==> config.mk <==
export PLATFORM = sky130hd
export DESIGN_NAME = sram_burst_initiator_flat
export DESIGN_NICKNAME = d
export VERILOG_FILES = /design/src/rtl/sram_burst_initiator_pkg.sv /design/src/rtl/sram_burst_initiator_if.sv /design/src/rtl/sram_burst_initiator.sv /design/src/flat_wrapper.sv
export SDC_FILE = /design/constraint.sdc
export NUM_CORES = 1
export LEC_CHECK = 0
export ABC_AREA = 0
export ABC_CLOCK_PERIOD_IN_PS = 1350
export CORE_ASPECT_RATIO = 1.25
export CORE_MARGIN = 8
export CORE_UTILIZATION = 35
export CTS_BUF_LIST = sky130_fd_sc_hd__clkbuf_8
export DETAILED_ROUTE_END_ITERATION = 16
export PLACE_DENSITY = 0.73
export SYNTH_ARGS = -nofsm -noshare
export SYNTH_HDL_FRONTEND = slang
export SYNTH_SLANG_ARGS = --single-unit
==> constraint.sdc <==
create_clock -name clk -period 1.35 [get_ports clk]
set_input_delay 0.135 -clock clk [delete_from_list [all_inputs] [get_ports clk]]
set_output_delay 0.135 -clock clk [all_outputs]
set_load 0.005 [all_outputs]
==> src/rtl/sram_burst_initiator_pkg.sv <==
// Shared types for the sram burst initiator: FSM state encoding, request
// opcode and the beat-counter width helper.
package sram_burst_initiator_pkg;

  typedef enum logic [2:0] {
    IDLE     = 3'd0,
    WR_BEAT  = 3'd1,
    WR_DONE  = 3'd2,
    RD_ISSUE = 3'd3,
    RD_WAIT  = 3'd4,
    RD_HOLD  = 3'd5
  } init_state_e;

  typedef enum logic {
    OP_RD = 1'b0,
    OP_WR = 1'b1
  } op_e;

  // Beat counter width; a single-word burst still needs a 1-bit counter.
  function automatic int beat_w(input int burst);
    return (burst > 1) ? $clog2(burst) : 1;
  endfunction

endpackage

==> src/rtl/sram_burst_initiator_if.sv <==
// Client-side bundle of the burst initiator: request, write-beat and
// read-beat handshakes. The cache controller is the master.
interface sram_burst_initiator_if #(
  parameter int DATA_WIDTH = 32,
  parameter int ADDR_WIDTH = 4
);
  logic                  req_valid;
  logic                  req_ready;
  logic                  req_we;
  logic [ADDR_WIDTH-1:0] req_addr;
  logic                  wr_valid;
  logic                  wr_ready;
  logic [DATA_WIDTH-1:0] wr_data;
  logic                  wr_done;
  logic                  rd_valid;
  logic                  rd_ready;
  logic [DATA_WIDTH-1:0] rd_data;
  logic                  rd_last;

  modport master (
    output req_valid, req_we, req_addr, wr_valid, wr_data, rd_ready,
    input  req_ready, wr_ready, wr_done, rd_valid, rd_data, rd_last
  );

  modport slave (
    input  req_valid, req_we, req_addr, wr_valid, wr_data, rd_ready,
    output req_ready, wr_ready, wr_done, rd_valid, rd_data, rd_last
  );
endinterface

==> src/rtl/sram_burst_initiator.sv <==
// Burst initiator for a single-port sram: converts cache line fill /
// writeback requests into one sram access per word. Every client and
// sram output comes straight from a flop.
module sram_burst_initiator
  import sram_burst_initiator_pkg::*;
#(
  parameter int DATA_WIDTH   = 32,
  parameter int ADDR_WIDTH   = 4,
  parameter int BURST        = 4,
  parameter int READ_LATENCY = 1
) (
  input  logic                  clk,
  input  logic                  rst,
  sram_burst_initiator_if.slave client,
  output logic                  busy_o,
  output logic [ADDR_WIDTH-1:0] mem_addr_o,
  output logic                  mem_re_o,
  output logic                  mem_we_o,
  output logic [DATA_WIDTH-1:0] mem_wdata_o,
  input  logic [DATA_WIDTH-1:0] mem_rdata_i
);

  localparam int BW = beat_w(BURST);
  localparam int LW = (READ_LATENCY > 1) ? $clog2(READ_LATENCY) : 1;
  localparam logic [ADDR_WIDTH-1:0] OFF_MASK = ADDR_WIDTH'(BURST - 1);
  localparam logic [BW-1:0]         BEAT_MAX = BW'(BURST - 1);
  localparam logic [LW-1:0]         LAT_MAX  = LW'(READ_LATENCY - 1);

  init_state_e           state_q;
  logic [ADDR_WIDTH-1:0] base_q;
  logic [BW-1:0]         beat_q;
  logic [LW-1:0]         lat_q;
  logic                  req_ready_q, wr_ready_q, wr_done_q;
  logic                  rd_valid_q, rd_last_q, busy_q;
  logic [DATA_WIDTH-1:0] rd_data_q;
  logic [ADDR_WIDTH-1:0] mem_addr_q;
  logic                  mem_re_q, mem_we_q;
  logic [DATA_WIDTH-1:0] mem_wdata_q;

  op_e                   req_op_d;
  logic [ADDR_WIDTH-1:0] req_base_d;
  logic [BW-1:0]         beat_d;
  logic                  beat_last_d;

  // Request decode and beat bookkeeping shared by the read and write paths.
  always_comb begin
    req_op_d    = client.req_we ? OP_WR : OP_RD;
    req_base_d  = client.req_addr & ~OFF_MASK;
    beat_d      = beat_q + BW'(1);
    beat_last_d = (beat_q == BEAT_MAX);
  end

  // Burst FSM; sram strobes and wr_done default low so each is a one-cycle pulse.
  always_ff @(posedge clk) begin
    if (rst) begin
      state_q     <= IDLE;
      base_q      <= '0;
      beat_q      <= '0;
      lat_q       <= '0;
      req_ready_q <= 1'b1;
      wr_ready_q  <= 1'b0;
      wr_done_q   <= 1'b0;
      rd_valid_q  <= 1'b0;
      rd_last_q   <= 1'b0;
      rd_data_q   <= '0;
      busy_q      <= 1'b0;
      mem_addr_q  <= '0;
      mem_re_q    <= 1'b0;
      mem_we_q    <= 1'b0;
      mem_wdata_q <= '0;
    end else begin
      mem_re_q  <= 1'b0;
      mem_we_q  <= 1'b0;
      wr_done_q <= 1'b0;
      case (state_q)
        IDLE: begin
          if (client.req_valid) begin
            base_q      <= req_base_d;
            beat_q      <= '0;
            req_ready_q <= 1'b0;
            busy_q      <= 1'b1;
            if (req_op_d == OP_WR) begin
              state_q    <= WR_BEAT;
              wr_ready_q <= 1'b1;
            end else begin
              // First read strobe is raised on entry so RD_ISSUE carries it.
              state_q    <= RD_ISSUE;
              mem_re_q   <= 1'b1;
              mem_addr_q <= req_base_d;
            end
          end
        end
        WR_BEAT: begin
          if (client.wr_valid) begin
            mem_we_q    <= 1'b1;
            mem_addr_q  <= base_q + ADDR_WIDTH'(beat_q);
            mem_wdata_q <= client.wr_data;
            beat_q      <= beat_d;
            if (beat_last_d) begin
              state_q    <= WR_DONE;
              wr_ready_q <= 1'b0;
              wr_done_q  <= 1'b1;
            end
          end
        end
        WR_DONE: begin
          state_q     <= IDLE;
          req_ready_q <= 1'b1;
          busy_q      <= 1'b0;
        end
        RD_ISSUE: begin
          state_q <= RD_WAIT;
          lat_q   <= '0;
        end
        RD_WAIT: begin
          // lat_q counts cycles since the sram sampled mem_re.
          if (lat_q == LAT_MAX) begin
            rd_data_q  <= mem_rdata_i;
            rd_valid_q <= 1'b1;
            rd_last_q  <= beat_last_d;
            state_q    <= RD_HOLD;
          end else begin
            lat_q <= lat_q + LW'(1);
          end
        end
        RD_HOLD: begin
          if (client.rd_ready) begin
            rd_valid_q <= 1'b0;
            rd_last_q  <= 1'b0;
            beat_q     <= beat_d;
            if (beat_last_d) begin
              state_q     <= IDLE;
              req_ready_q <= 1'b1;
              busy_q      <= 1'b0;
            end else begin
              state_q    <= RD_ISSUE;
              mem_re_q   <= 1'b1;
              mem_addr_q <= base_q + ADDR_WIDTH'(beat_d);
            end
          end
        end
        default: state_q <= IDLE;
      endcase
    end
  end

  assign client.req_ready = req_ready_q;
  assign client.wr_ready  = wr_ready_q;
  assign client.wr_done   = wr_done_q;
  assign client.rd_valid  = rd_valid_q;
  assign client.rd_data   = rd_data_q;
  assign client.rd_last   = rd_last_q;
  assign busy_o           = busy_q;
  assign mem_addr_o       = mem_addr_q;
  assign mem_re_o         = mem_re_q;
  assign mem_we_o         = mem_we_q;
  assign mem_wdata_o      = mem_wdata_q;

endmodule

==> src/flat_wrapper.sv <==
// flat-port wrapper written by rule: the top's interface ports become plain ports
module sram_burst_initiator_flat import sram_burst_initiator_pkg::*;
#(
  parameter int DATA_WIDTH   = 32,
  parameter int ADDR_WIDTH   = 4,
  parameter int BURST        = 4,
  parameter int READ_LATENCY = 1
)
  (clk, rst, busy_o, mem_addr_o, mem_re_o, mem_we_o, mem_wdata_o, mem_rdata_i, client_req_valid, client_req_we, client_req_addr, client_wr_valid, client_wr_data, client_rd_ready, client_req_ready, client_wr_ready, client_wr_done, client_rd_valid, client_rd_data, client_rd_last);
  sram_burst_initiator_if #(.DATA_WIDTH(DATA_WIDTH), .ADDR_WIDTH(ADDR_WIDTH)) client_i ();
  input  logic clk;
  input  logic rst;
  output logic busy_o;
  output logic [ADDR_WIDTH-1:0] mem_addr_o;
  output logic mem_re_o;
  output logic mem_we_o;
  output logic [DATA_WIDTH-1:0] mem_wdata_o;
  input  logic [DATA_WIDTH-1:0] mem_rdata_i;
  input wire logic [$bits(client_i.req_valid)-1:0] client_req_valid;
  input wire logic [$bits(client_i.req_we)-1:0] client_req_we;
  input wire logic [$bits(client_i.req_addr)-1:0] client_req_addr;
  input wire logic [$bits(client_i.wr_valid)-1:0] client_wr_valid;
  input wire logic [$bits(client_i.wr_data)-1:0] client_wr_data;
  input wire logic [$bits(client_i.rd_ready)-1:0] client_rd_ready;
  output wire logic [$bits(client_i.req_ready)-1:0] client_req_ready;
  output wire logic [$bits(client_i.wr_ready)-1:0] client_wr_ready;
  output wire logic [$bits(client_i.wr_done)-1:0] client_wr_done;
  output wire logic [$bits(client_i.rd_valid)-1:0] client_rd_valid;
  output wire logic [$bits(client_i.rd_data)-1:0] client_rd_data;
  output wire logic [$bits(client_i.rd_last)-1:0] client_rd_last;
  assign client_i.req_valid = client_req_valid;
  assign client_i.req_we = client_req_we;
  assign client_i.req_addr = client_req_addr;
  assign client_i.wr_valid = client_wr_valid;
  assign client_i.wr_data = client_wr_data;
  assign client_i.rd_ready = client_rd_ready;
  assign client_req_ready = client_i.req_ready;
  assign client_wr_ready = client_i.wr_ready;
  assign client_wr_done = client_i.wr_done;
  assign client_rd_valid = client_i.rd_valid;
  assign client_rd_data = client_i.rd_data;
  assign client_rd_last = client_i.rd_last;
  sram_burst_initiator #(.DATA_WIDTH(DATA_WIDTH), .ADDR_WIDTH(ADDR_WIDTH), .BURST(BURST), .READ_LATENCY(READ_LATENCY)) u_core (.clk(clk), .rst(rst), .client(client_i), .busy_o(busy_o), .mem_addr_o(mem_addr_o), .mem_re_o(mem_re_o), .mem_we_o(mem_we_o), .mem_wdata_o(mem_wdata_o), .mem_rdata_i(mem_rdata_i));
endmodule
==> flow_metrics.env <==
export IMPL_max_freq_mhz=738
export IMPL_postLayoutCellArea_um2=5240
export IMPL_path_buf_inv=1
export IMPL_grt_pass1_wl_mm=14.9
export IMPL_drc=0
export IMPL_ys_flop_type="dfxtp_1"
export IMPL_clk_pin_slew_worst_paths_ps=80
export IMPL_dpl_hpwl_mm=7.02
export IMPL_viasPerCell=4.68
export IMPL_rsz0062_at_grt="yes"
export IMPL_synthToLayoutAreaGrowth_pct=67.9
export IMPL_clock_root_buffer="clkbuf_8"
export IMPL_crit_chain="ha_4, and3b_2, o21ai_4, buf_6, nand2b_4, a21oi_2"
export IMPL_maxSlewViolCount=0
export IMPL_yosysTopAreaCellShare_pct=53.3
export IMPL_leakagePower_nw=2.56
export IMPL_period_minus_slack_ps=1360
export IMPL_switching_share_pct=24.0
export IMPL_ys_seq_area_share_pct=53.3
export IMPL_die_x_um=100
export IMPL_critPathMaxFanout=5
export IMPL_final_cell_mix="nand2_1, dfxtp_1, clkdlybuf4s50_1"
export IMPL_port_buffers=147
export IMPL_synthArstFlopShare_pct=0
export IMPL_cts_buffer_depth=2
export IMPL_worstSkewPairLatency_ps=340
export IMPL_post_place_ws_ps=-206
export IMPL_layout_drive_gt1_share_pct=15.9
export IMPL_ys_types=39
export IMPL_initial_core_util_pct=36.0
export IMPL_fillers=793
export IMPL_crit_slowest_cell="dfxtp_2"
export IMPL_path_class="reg2reg"
export IMPL_grt_overflow=0
export IMPL_antenna_cells=0
export IMPL_status="complete, but fails checks"
export IMPL_core_um2=8650
export IMPL_yosys_area_top_type="dfxtp_1"
export IMPL_final_period_utilization_pct=100
export IMPL_syn_cell_area_um2=3120
export IMPL_max_slew_worst_pin_slew_ps=339
export IMPL_skew_ps=3.66
export IMPL_placed_cell_area_um2=4860
export IMPL_yosys_warnings=0
export IMPL_gp_congestion=0.785
export IMPL_antenna_found_initial=0
export IMPL_cts_max_level=3
export IMPL_worstSetupEndpointType="flip-flop"
export IMPL_ys_seq_elements=83
export IMPL_numCtsBuffers=9
export IMPL_avgSynthCellArea_um2=8.27
export IMPL_synth_net_count=452
export IMPL_cap_violations=0
export IMPL_layout_area_seq_um2=1680
export IMPL_grt_usage_pct=15.0
export IMPL_ios=150
export IMPL_layout_commonest_cell="nand2_1"
export IMPL_final_nets=618
export IMPL_p_seq_share_pct=50.2
export IMPL_via_count=3123
export IMPL_cts_num_sinks=83
export IMPL_wl_mm=9.61
export IMPL_p_per_area_nw_per_um2=986
export IMPL_crit_required_ps=1580
export IMPL_yosys_top_cells_area="dfxtp_1, nand2_1, a21oi_1"
export IMPL_hold_viol=0
export IMPL_antenna_left=0
export IMPL_intPower_mw=3.92
export IMPL_finalSetupViolCount=1
export IMPL_p_clk_share_pct=33.7
export IMPL_die_height_um=122
export IMPL_avgRoutedWirePerCell_um=14.4
export IMPL_postCtsHoldBufs=0
export IMPL_detail_route_first_pass_iterations=4
export IMPL_synth_edff_count=0
export IMPL_die_area_um2=12200
export IMPL_drt_iter0_drc=129
export IMPL_cts_tree="built"
export IMPL_violations="negative setup slack"
export IMPL_ir_worst_vdd_mv=0.557
export IMPL_slew_limit_headroom_pct=77.3
export IMPL_row_count=38
export IMPL_crit_family="flip-flops"
export IMPL_cp_arrival_ps=1590
export IMPL_timing_final_ws_setup_ps=-5.13
export IMPL_power_mw=5.16
export IMPL_p_comb_share_pct=16.1
export IMPL_grt_pass1_vias=3087
export IMPL_critPathLaunchType="flip-flop"
export IMPL_synthCells=377
export IMPL_multi_input_area_um2=1360
export IMPL_power_switching_mw=1.24
export IMPL_grt_max_degree=35
export IMPL_cpPeakStageDelay_ps=360
export IMPL_holdCritPathClass="in2reg"
-- cell type report --
class                      instances  share of cell area [%]
multi-input combinational        265                    26.0
clock inverter                     6                    1.08
tap                              120                    2.87
clock buffer                      10                    2.63
inverter                           3                   0.215
timing repair buffer             181                    35.1
sequential                        83                    32.0
-- cells by family (layout without fill, tap and decap cells) --
kind of cell	Yosys count	count (layout)	share of synthesized area, %
and+or+nand+nor	165	165	22.2
AOI/OAI and AO/OA	94	94	16.7
DFF	83	83	53.3
buffers and inverters	29	200	5.70
muxes	4	4	1.44
adders and majority gates	1	1	0.401
xor gates and xnor gates	1	1	0.281
-- per-stage QoR --
step | TNS [ps] | utilization (%) | hold slack [ps] | cells
after CTS | -2.80 | 58.1 | 4.37 | 664
after global routing | -707 | 60.5 | 4.97 | 668
after floorplan | 0 | - | 271 | 377
after detailed placement | -7180 | 56.2 | 386 | 647
final | -5.13 | 60.5 | 29.9 | 668
after global placement | -5360 | 56.2 | 385 | 647
-- cell usage after synthesis, drive strengths merged, types with 2 or more instances --
master  instances
clkbuf          9
a31oi           2
nand2         133
a21oi          76
nand3           3
nor2           12
nor3b           2
inv             3
and2b           2
dfxtp          83
mux2i           3
o21ai           5
a221oi          2
buf            17
a211oi          3
nand2b          3
and2            4
-- repair_timing --
| action | 4_1_cts | 5_1_grt |
|---|---|---|
| buffers inserted | 1 | 2 |
| setup endpoints to repair | 103 | 97 |
| resized for setup | 54 | 50 |
| pin swaps | 2 | 5 |
| gates cloned | 0 | 2 |
-- sequential cells by signal, summed over array words and instances (netlist names) --
signal / flops
u_core.client.rd_last: 1
u_core.client.rd_data: 32
u_core.beat_q: 2
u_core.client.wr_done: 1
u_core.client.wr_ready: 1
u_core.mem_re_o: 1
u_core.state_q: 3
u_core.base_q: 2
u_core.client.req_ready: 1
u_core.busy_o: 1
u_core.mem_wdata_o: 32
u_core.mem_we_o: 1
u_core.mem_addr_o: 4
u_core.client.rd_valid: 1
-- path summary, 6_finish.rpt --
check | slack (ps) | end | start | cells after the start
max reg2reg | -5 | u_core.mem_addr_o[0] | u_core.beat_q[0] | 6
min reg2reg | 450 | u_core.client.rd_data[15] | u_core.client.rd_data[15] | 2
min | 30 | u_core.mem_wdata_o[19] | rst | 2
max | -5 | u_core.mem_addr_o[0] | u_core.beat_q[0] | 6
-- metal layers --
metal	part of all wire (%)	global-route usage, %	up-vias	wire length, um
met5	0	0	-	0
met4	2.2	7.39	0	216
met3	8.3	5.65	16	799
met2	50	24.9	116	4770
met1	40	16.5	1416	3830
li1	-	-	1575	-
-- power by group through the flow --
stage	combinational, mW	clock (mW)	sequential (mW)
finish	0.830	1.74	2.59
floorplan	0.305	0	2.65
global placement	0.791	0	2.65
detailed placement	0.807	0	2.65
global route	0.905	1.91	2.60
CTS	0.791	1.80	2.59
(Power assumes the default switching activity.)
